==> config.mk <==
export PLATFORM = sky130hd
export DESIGN_NAME = man_tx_scheduler
export DESIGN_NICKNAME = d
export VERILOG_FILES = /design/src/rtl/man_ctl_pkg.sv /design/src/rtl/man_rr_arbiter.sv /design/src/rtl/man_tx_scheduler.sv
export SDC_FILE = /design/constraint.sdc
export NUM_CORES = 1
export LEC_CHECK = 0
export BUFFER_PORTS_ARGS = -buffer_cell sky130_fd_sc_hd__clkbuf_2
export CORE_MARGIN = 1
export CORE_UTILIZATION = 52
export DETAILED_ROUTE_END_ITERATION = 10
export PLACE_DENSITY_LB_ADDON = 0.05
export SETUP_SLACK_MARGIN = 0.5
export SLEW_MARGIN = 20
export SYNTH_ARGS = -nofsm -noshare
export SYNTH_HDL_FRONTEND = slang
export SYNTH_SLANG_ARGS = --single-unit
export TNS_END_PERCENT = 1
==> constraint.sdc <==
create_clock -name clk -period 3.17 [get_ports clk]
set_input_delay 0.317 -clock clk [delete_from_list [all_inputs] [get_ports clk]]
set_output_delay 0.317 -clock clk [all_outputs]
set_load 0.02 [all_outputs]
==> src/rtl/man_ctl_pkg.sv <==
// man_ctl_pkg: shared types, defaults and helpers for the Manchester TX scheduler.
// Contents: man_tx_state_t frame-sequencer states, default bit timing/width,
// pre_bit() giving the alternating preamble bit (1,0,1,0...) for a bit index.
package man_ctl_pkg;
  localparam int MAN_BIT_CYCLES = 100;
  localparam int MAN_DATA_W = 8;
  typedef enum logic [2:0] {
    ST_IDLE,
    ST_ARB,
    ST_PRE,
    ST_DATA,
    ST_PAR,
    ST_GAP
  } man_tx_state_t;
  function automatic logic pre_bit(input int unsigned idx);
    return (idx % 2) == 0;
  endfunction
endpackage

==> src/rtl/man_rr_arbiter.sv <==
// man_rr_arbiter: combinational round-robin pick, searching upward from last_owner+1 with wrap.
// Ports: req (request vector), last_owner (previous grant), valid (any request), winner (picked index).
module man_rr_arbiter #(
  parameter int NREQ = 4
) (
  input  logic [NREQ-1:0]         req,
  input  logic [$clog2(NREQ)-1:0] last_owner,
  output logic                    valid,
  output logic [$clog2(NREQ)-1:0] winner
);
  localparam int OW = $clog2(NREQ);
  logic [OW-1:0] k;
  // Walk offsets from farthest to nearest so the nearest requester is written last and wins.
  always_comb begin
    valid = 1'b0;
    winner = last_owner;
    k = last_owner;
    for (int i = NREQ; i >= 1; i--) begin
      k = OW'((int'(last_owner) + i) % NREQ);
      if (req[k]) begin
        valid = 1'b1;
        winner = k;
      end
    end
  end
endmodule

==> src/rtl/man_tx_scheduler.sv <==
// man_tx_scheduler: shares one Manchester encoder between NREQ byte streams, emitting
// preamble, MSB-first data and an inter-frame gap as an NRZ bit stream.
// Ports: clk/rst_n (async active-low), req/req_data/req_last/ack (requester handshake),
// enc_bit/enc_en/bit_strobe (encoder side), busy, owner, underrun (status).
// Option: define MAN_TX_PARITY_EN to append an even-parity bit after every byte.
module man_tx_scheduler
  import man_ctl_pkg::*;
#(
  parameter int NREQ = 4,
  parameter int DATA_W = MAN_DATA_W,
  parameter int BIT_CYCLES = MAN_BIT_CYCLES,
  parameter int PREAMBLE_BITS = 8,
  parameter int GAP_BITS = 2
) (
  input  logic                     clk,
  input  logic                     rst_n,
  input  logic [NREQ-1:0]          req,
  input  logic [NREQ*DATA_W-1:0]   req_data,
  input  logic [NREQ-1:0]          req_last,
  output logic [NREQ-1:0]          ack,
  output logic                     enc_bit,
  output logic                     bit_strobe,
  output logic                     enc_en,
  output logic                     busy,
  output logic [$clog2(NREQ)-1:0]  owner,
  output logic                     underrun
);
  localparam int OW = $clog2(NREQ);
  localparam int BW = $clog2(BIT_CYCLES);
  localparam int IW = 16;
  man_tx_state_t state_q, state_d;
  logic [BW-1:0] bcnt_q, bcnt_d;
  logic [IW-1:0] idx_q, idx_d;
  logic [DATA_W-1:0] sh_q, sh_d, shd_q, shd_d;
  logic last_q, last_d, shd_last_q, shd_last_d, shd_v_q, shd_v_d, par_q, par_d;
  logic [OW-1:0] owner_q, owner_d;
  logic enc_bit_q, enc_en_q, underrun_q, underrun_d;
  logic arb_valid;
  logic [OW-1:0] arb_winner;
  logic timed, strobe, bit_end, final_bit, fetch;
  logic [DATA_W-1:0] data_a [NREQ];

  for (genvar g = 0; g < NREQ; g++) begin : g_slice
    assign data_a[g] = req_data[g*DATA_W +: DATA_W];
  end

  man_rr_arbiter #(.NREQ(NREQ)) u_arb (
    .req        (req),
    .last_owner (owner_q),
    .valid      (arb_valid),
    .winner     (arb_winner)
  );

  assign timed = state_q inside {ST_PRE, ST_DATA, ST_PAR, ST_GAP};
  assign strobe = timed && bcnt_q == '0;
  assign bit_end = bcnt_q == BW'(BIT_CYCLES - 1);
`ifdef MAN_TX_PARITY_EN
  assign final_bit = state_q == ST_PAR;
`else
  assign final_bit = state_q == ST_DATA && idx_q == IW'(DATA_W - 1);
`endif
  // The next byte is requested at the start of the byte's final bit so it can follow with no idle bit.
  assign fetch = strobe && final_bit && !last_q && req[owner_q];

  always_comb begin
    state_d = state_q;
    bcnt_d = timed ? (bit_end ? '0 : bcnt_q + 1'b1) : '0;
    idx_d = idx_q;
    sh_d = sh_q;
    last_d = last_q;
    par_d = par_q;
    owner_d = owner_q;
    shd_d = shd_q;
    shd_last_d = shd_last_q;
    shd_v_d = shd_v_q;
    underrun_d = 1'b0;
    ack = '0;
    case (state_q)
      ST_IDLE: state_d = |req ? ST_ARB : ST_IDLE;
      ST_ARB: begin
        state_d = arb_valid ? ST_PRE : ST_IDLE;
        if (arb_valid) begin
          ack[arb_winner] = 1'b1;
          owner_d = arb_winner;
          sh_d = data_a[arb_winner];
          last_d = req_last[arb_winner];
          par_d = ^data_a[arb_winner];
          idx_d = '0;
          shd_v_d = 1'b0;
        end
      end
      ST_PRE: if (bit_end) begin
        state_d = idx_q == IW'(PREAMBLE_BITS - 1) ? ST_DATA : ST_PRE;
        idx_d = idx_q == IW'(PREAMBLE_BITS - 1) ? '0 : idx_q + 1'b1;
      end
      ST_DATA: if (bit_end) begin
        sh_d = sh_q << 1;
        idx_d = idx_q + 1'b1;
`ifdef MAN_TX_PARITY_EN
        state_d = idx_q == IW'(DATA_W - 1) ? ST_PAR : ST_DATA;
        idx_d = idx_q == IW'(DATA_W - 1) ? '0 : idx_q + 1'b1;
`endif
      end
      ST_PAR: ;
      ST_GAP: if (bit_end) begin
        state_d = idx_q == IW'(GAP_BITS - 1) ? ST_IDLE : ST_GAP;
        idx_d = idx_q == IW'(GAP_BITS - 1) ? '0 : idx_q + 1'b1;
      end
      default: state_d = ST_IDLE;
    endcase
    if (fetch) begin
      ack[owner_q] = 1'b1;
      shd_d = data_a[owner_q];
      shd_last_d = req_last[owner_q];
      shd_v_d = 1'b1;
    end
    // End of a byte: continue with the shadowed byte, or close the frame (aborting if none was fetched).
    if (bit_end && final_bit) begin
      idx_d = '0;
      if (last_q || !shd_v_q) begin
        state_d = ST_GAP;
        underrun_d = !last_q;
      end else begin
        state_d = ST_DATA;
        sh_d = shd_q;
        last_d = shd_last_q;
        par_d = ^shd_q;
        shd_v_d = 1'b0;
      end
    end
  end

  // Line outputs are computed from next state so they change exactly on entry to a strobe cycle.
  always_ff @(posedge clk or negedge rst_n)
    if (!rst_n) begin
      state_q <= ST_IDLE;
      bcnt_q <= '0;
      idx_q <= '0;
      sh_q <= '0;
      shd_q <= '0;
      last_q <= 1'b0;
      shd_last_q <= 1'b0;
      shd_v_q <= 1'b0;
      par_q <= 1'b0;
      owner_q <= OW'(NREQ - 1);
      enc_bit_q <= 1'b0;
      enc_en_q <= 1'b0;
      underrun_q <= 1'b0;
    end else begin
      state_q <= state_d;
      bcnt_q <= bcnt_d;
      idx_q <= idx_d;
      sh_q <= sh_d;
      shd_q <= shd_d;
      last_q <= last_d;
      shd_last_q <= shd_last_d;
      shd_v_q <= shd_v_d;
      par_q <= par_d;
      owner_q <= owner_d;
      enc_bit_q <= state_d == ST_PRE ? pre_bit(32'(idx_d)) :
                   state_d == ST_DATA ? sh_d[DATA_W-1] :
                   state_d == ST_PAR ? par_d : 1'b0;
      enc_en_q <= state_d inside {ST_PRE, ST_DATA, ST_PAR};
      underrun_q <= underrun_d;
    end

  assign enc_bit = enc_bit_q;
  assign enc_en = enc_en_q;
  assign bit_strobe = strobe;
  assign busy = state_q != ST_IDLE;
  assign owner = owner_q;
  assign underrun = underrun_q;
endmodule

==> impl_results.md <==
- Outcome: completed
- Sequential power share: 47.5%
- Hold_buf cts: 0
- Worst-path cell chain: nor4_4 -> nand4_1 -> buf_4 -> or3_1 -> nor3_4 -> a22o_1 -> clkbuf_2
- Routed wire length: 8130 um
- Leak Pwr: 1.95 nW
- Post-detail-place hpwl: 6100 um
- Vias per std cell: 5.86
- Num ports: 53
- Syn_area_per_cell: 9.95 sq um
- Buf+Inv Stages, Crit Path: 2
- Initial core utilization: 55.2%
- Core Rows: 29
- Netlist Area Pre-Place: 0.00360 sq mm
- Worst R2R Start: owner[1]
- GR Util All Layers: 24.1%
- Max cap viols: 0
- Power share of the clock group: 28.8%
- Core area: 0.00653 sq mm
- Die Ht: 85.2 um
- Gpl congestion: 0.831
- Power share of the combinational group: 23.7%
- Setup repair after global routing missed its margin: true
- Syn nets: 412
- Post-synthesis sequential area ratio: 35.5%
- First-pass GRT wire length: 13900 um
- Post-synth EDFFs: 0
- Count of final hold-check violations: 0
- HP Class: primary input to async pin
- Top-area cell type share of the netlist area: 34.0%
- Fin area: 0.00423 sq mm
- Internal Pwr Total: 1.04 mW
- Leading post-synthesis cells by cell area: dfrtp_1, mux2i_1, xnor2_1
- CP max stage delay: 0.46 ns
- Clk buf depth: 2
- Final setup fails: 0
- DIE WIDTH: 85.2 um
- Max frequency: 387 MHz
- Final ANT Viol Nets: 0
- Worst Path Max Fanout: 6
- DR vias: 2977
- Yosys cell types: 56
- P&R area growth vs syn: 17.5%
- Slowest cell on crit path: dfrtp_2
- Clock-pin transition on the worst setup and hold timing paths: 0.09 ns
- Pre-Repair DR Iteration Count: 5
- Cells after Synth: 362
- Post-Layout Cell Count: 508
- Setup TNS: 0 ns
- Minimum clock period: 2.58 ns
- P_sw: 0.379 mW
- Placed Cells: 490
- Critical path arrival: 2.27 ns
- Worst IR Drop VDD: 0.221 mV
- I/O Buffers: 52
- Net Sw Frac: 26.8%
- Critical path class: flip-flop to output port
- Reg2reg setup slack: 0.59 ns
- CTS tree: done
- Post-layout nets: 480
- Startpoint Class: flip-flop
- Largest net degree at the start of global routing: 32
- Die area: 0.00726 sq mm
- Routed len/inst: 16.0 um
- Fin. max-slew vios: 0
- Num CTS Buffers: 5
- Initial antenna violation count: 0
- Family with the most delay on the worst path: simple AND/OR/NAND/NOR gates
- Synth area leader: dfrtp_1
- Diodes inserted: 0
- Root buffer cell: clkbuf_8
- Crit. End Element: output port
- Vias in the first global route: 2944
- Worst slew pin tran: 0.766 ns
- Ys async rst share: 100%
- CP required: 2.85 ns
- Ys Warns: 0
- #FFs+latches synth: 51
- Crit path from: idx_q[4]
- Post-Place Cell Area: 0.00400 sq mm
- Synth Flop Type: dfrtp_1
- Final core utilization: 64.8%
- Share of cells above drive strength 1: 29.0%
- Max transition margin: 49.0%
- CTS H-tree depth: 2
- Period utilization: 81.5%
- Latest clock arrival within the worst-skew pair: 0.30 ns
- Total congestion overflow: 0
- WHS: 0.0652 ns
- Clock skew: 0.00361 ns
- Clock sink count: 51
- Cell Pwr Density: 334 mW/mm^2
- # DRC: 0
- First DRT Iteration DRCs: 238
-- cell usage in the layout, fill, tap and decap left out, drive strengths merged, types with 7 or more instances in the layout --
cell type	count
clkbuf	59
ha	8
nand3	12
nor2	39
mux2i	26
o21ai	17
buf	24
inv	9
xnor2	27
nand2	26
dfrtp	49
a21oi	13
a222oi	7
xor2	15
mux2	11
nand4	7
mux4	10
-- metal layers --
metal / vias to the layer above / track usage [%] / part of all wire [%]
met1: 1421 / 33.9 / 48
li1: 1469 / - / -
met4: 0 / 6.32 / 1.2
met3: 10 / 3.02 / 4.1
met2: 77 / 39.7 / 47
met5: - / 0 / 0
-- registers in the layout (all words and copies together), names as in the netlist, 2 cells and up --
signal   count
sh_q         8
state_q      3
idx_q       16
owner        2
bcnt_q       7
shd_q        8
-- cells in the mapped netlist (all sizes together), types with 4 or more instances --
library cell,number
a21oi,13
mux4,10
a222oi,7
nand4,7
ha,8
and3,6
clkbuf,7
mux2i,26
inv,9
nor2b,5
nor2,39
and2,4
mux2,11
xnor2,27
buf,7
or3,6
xor2,15
nand3,12
o31ai,4
nand2,26
nor3,6
dfrtp,49
o21ai,17
-- metrics by stage --
stage | power (mW) | setup WS (ns)
global placement | 0.993 | 0.521
finish | 1.41 | 0.588
CTS | 1.42 | 0.482
global route | 1.48 | 0.464
detailed placement | 0.999 | 0.404
floorplan | 0.904 | 0.501
-- power groups by stage --
stage / clock network [mW] / registers [mW] / logic [mW]
3_3_place_gp: 0 / 0.685 / 0.308
5_1_grt: 0.441 / 0.673 / 0.365
3_5_place_dp: 0 / 0.685 / 0.314
6_report: 0.408 / 0.672 / 0.335
4_1_cts: 0.418 / 0.671 / 0.333
2_1_floorplan: 0 / 0.684 / 0.220
-- path summary, 6_finish.rpt --
kind / endpoint / cells after the start
max: ack[1] / 7
min: shd_last_q / 1
max reg2reg: par_q / 9
min reg2reg: underrun / 1
max in group asynchronous: idx_q[4] / 2
min in group clk: last_q / 5
-- area by class of cell --
cell class	instances	area, sq um
clock buffer	8	100
fill	552	2300
inverter	9	33.8
multi-input combinational	288	2260
sequential	51	1280
tap	77	96.3
timing repair buffer	75	459
-- what timing repair did --
item	in CTS	in global routing
resized for setup	3	10
buffers inserted	7	3
pin swaps	4	5
setup endpoints to repair	7	4
-- kinds of logic after synthesis --
family	count (synthesis)	synth area share (%)
compound gates	69	14.7
flops	51	35.5
simple gates	121	16.1
buf+inv	23	3.09
xor+xnor	43	10.8
fa+ha+maj	8	2.78
mux	47	17.0
No activity file was read; power rests on OpenSTA's default activity.
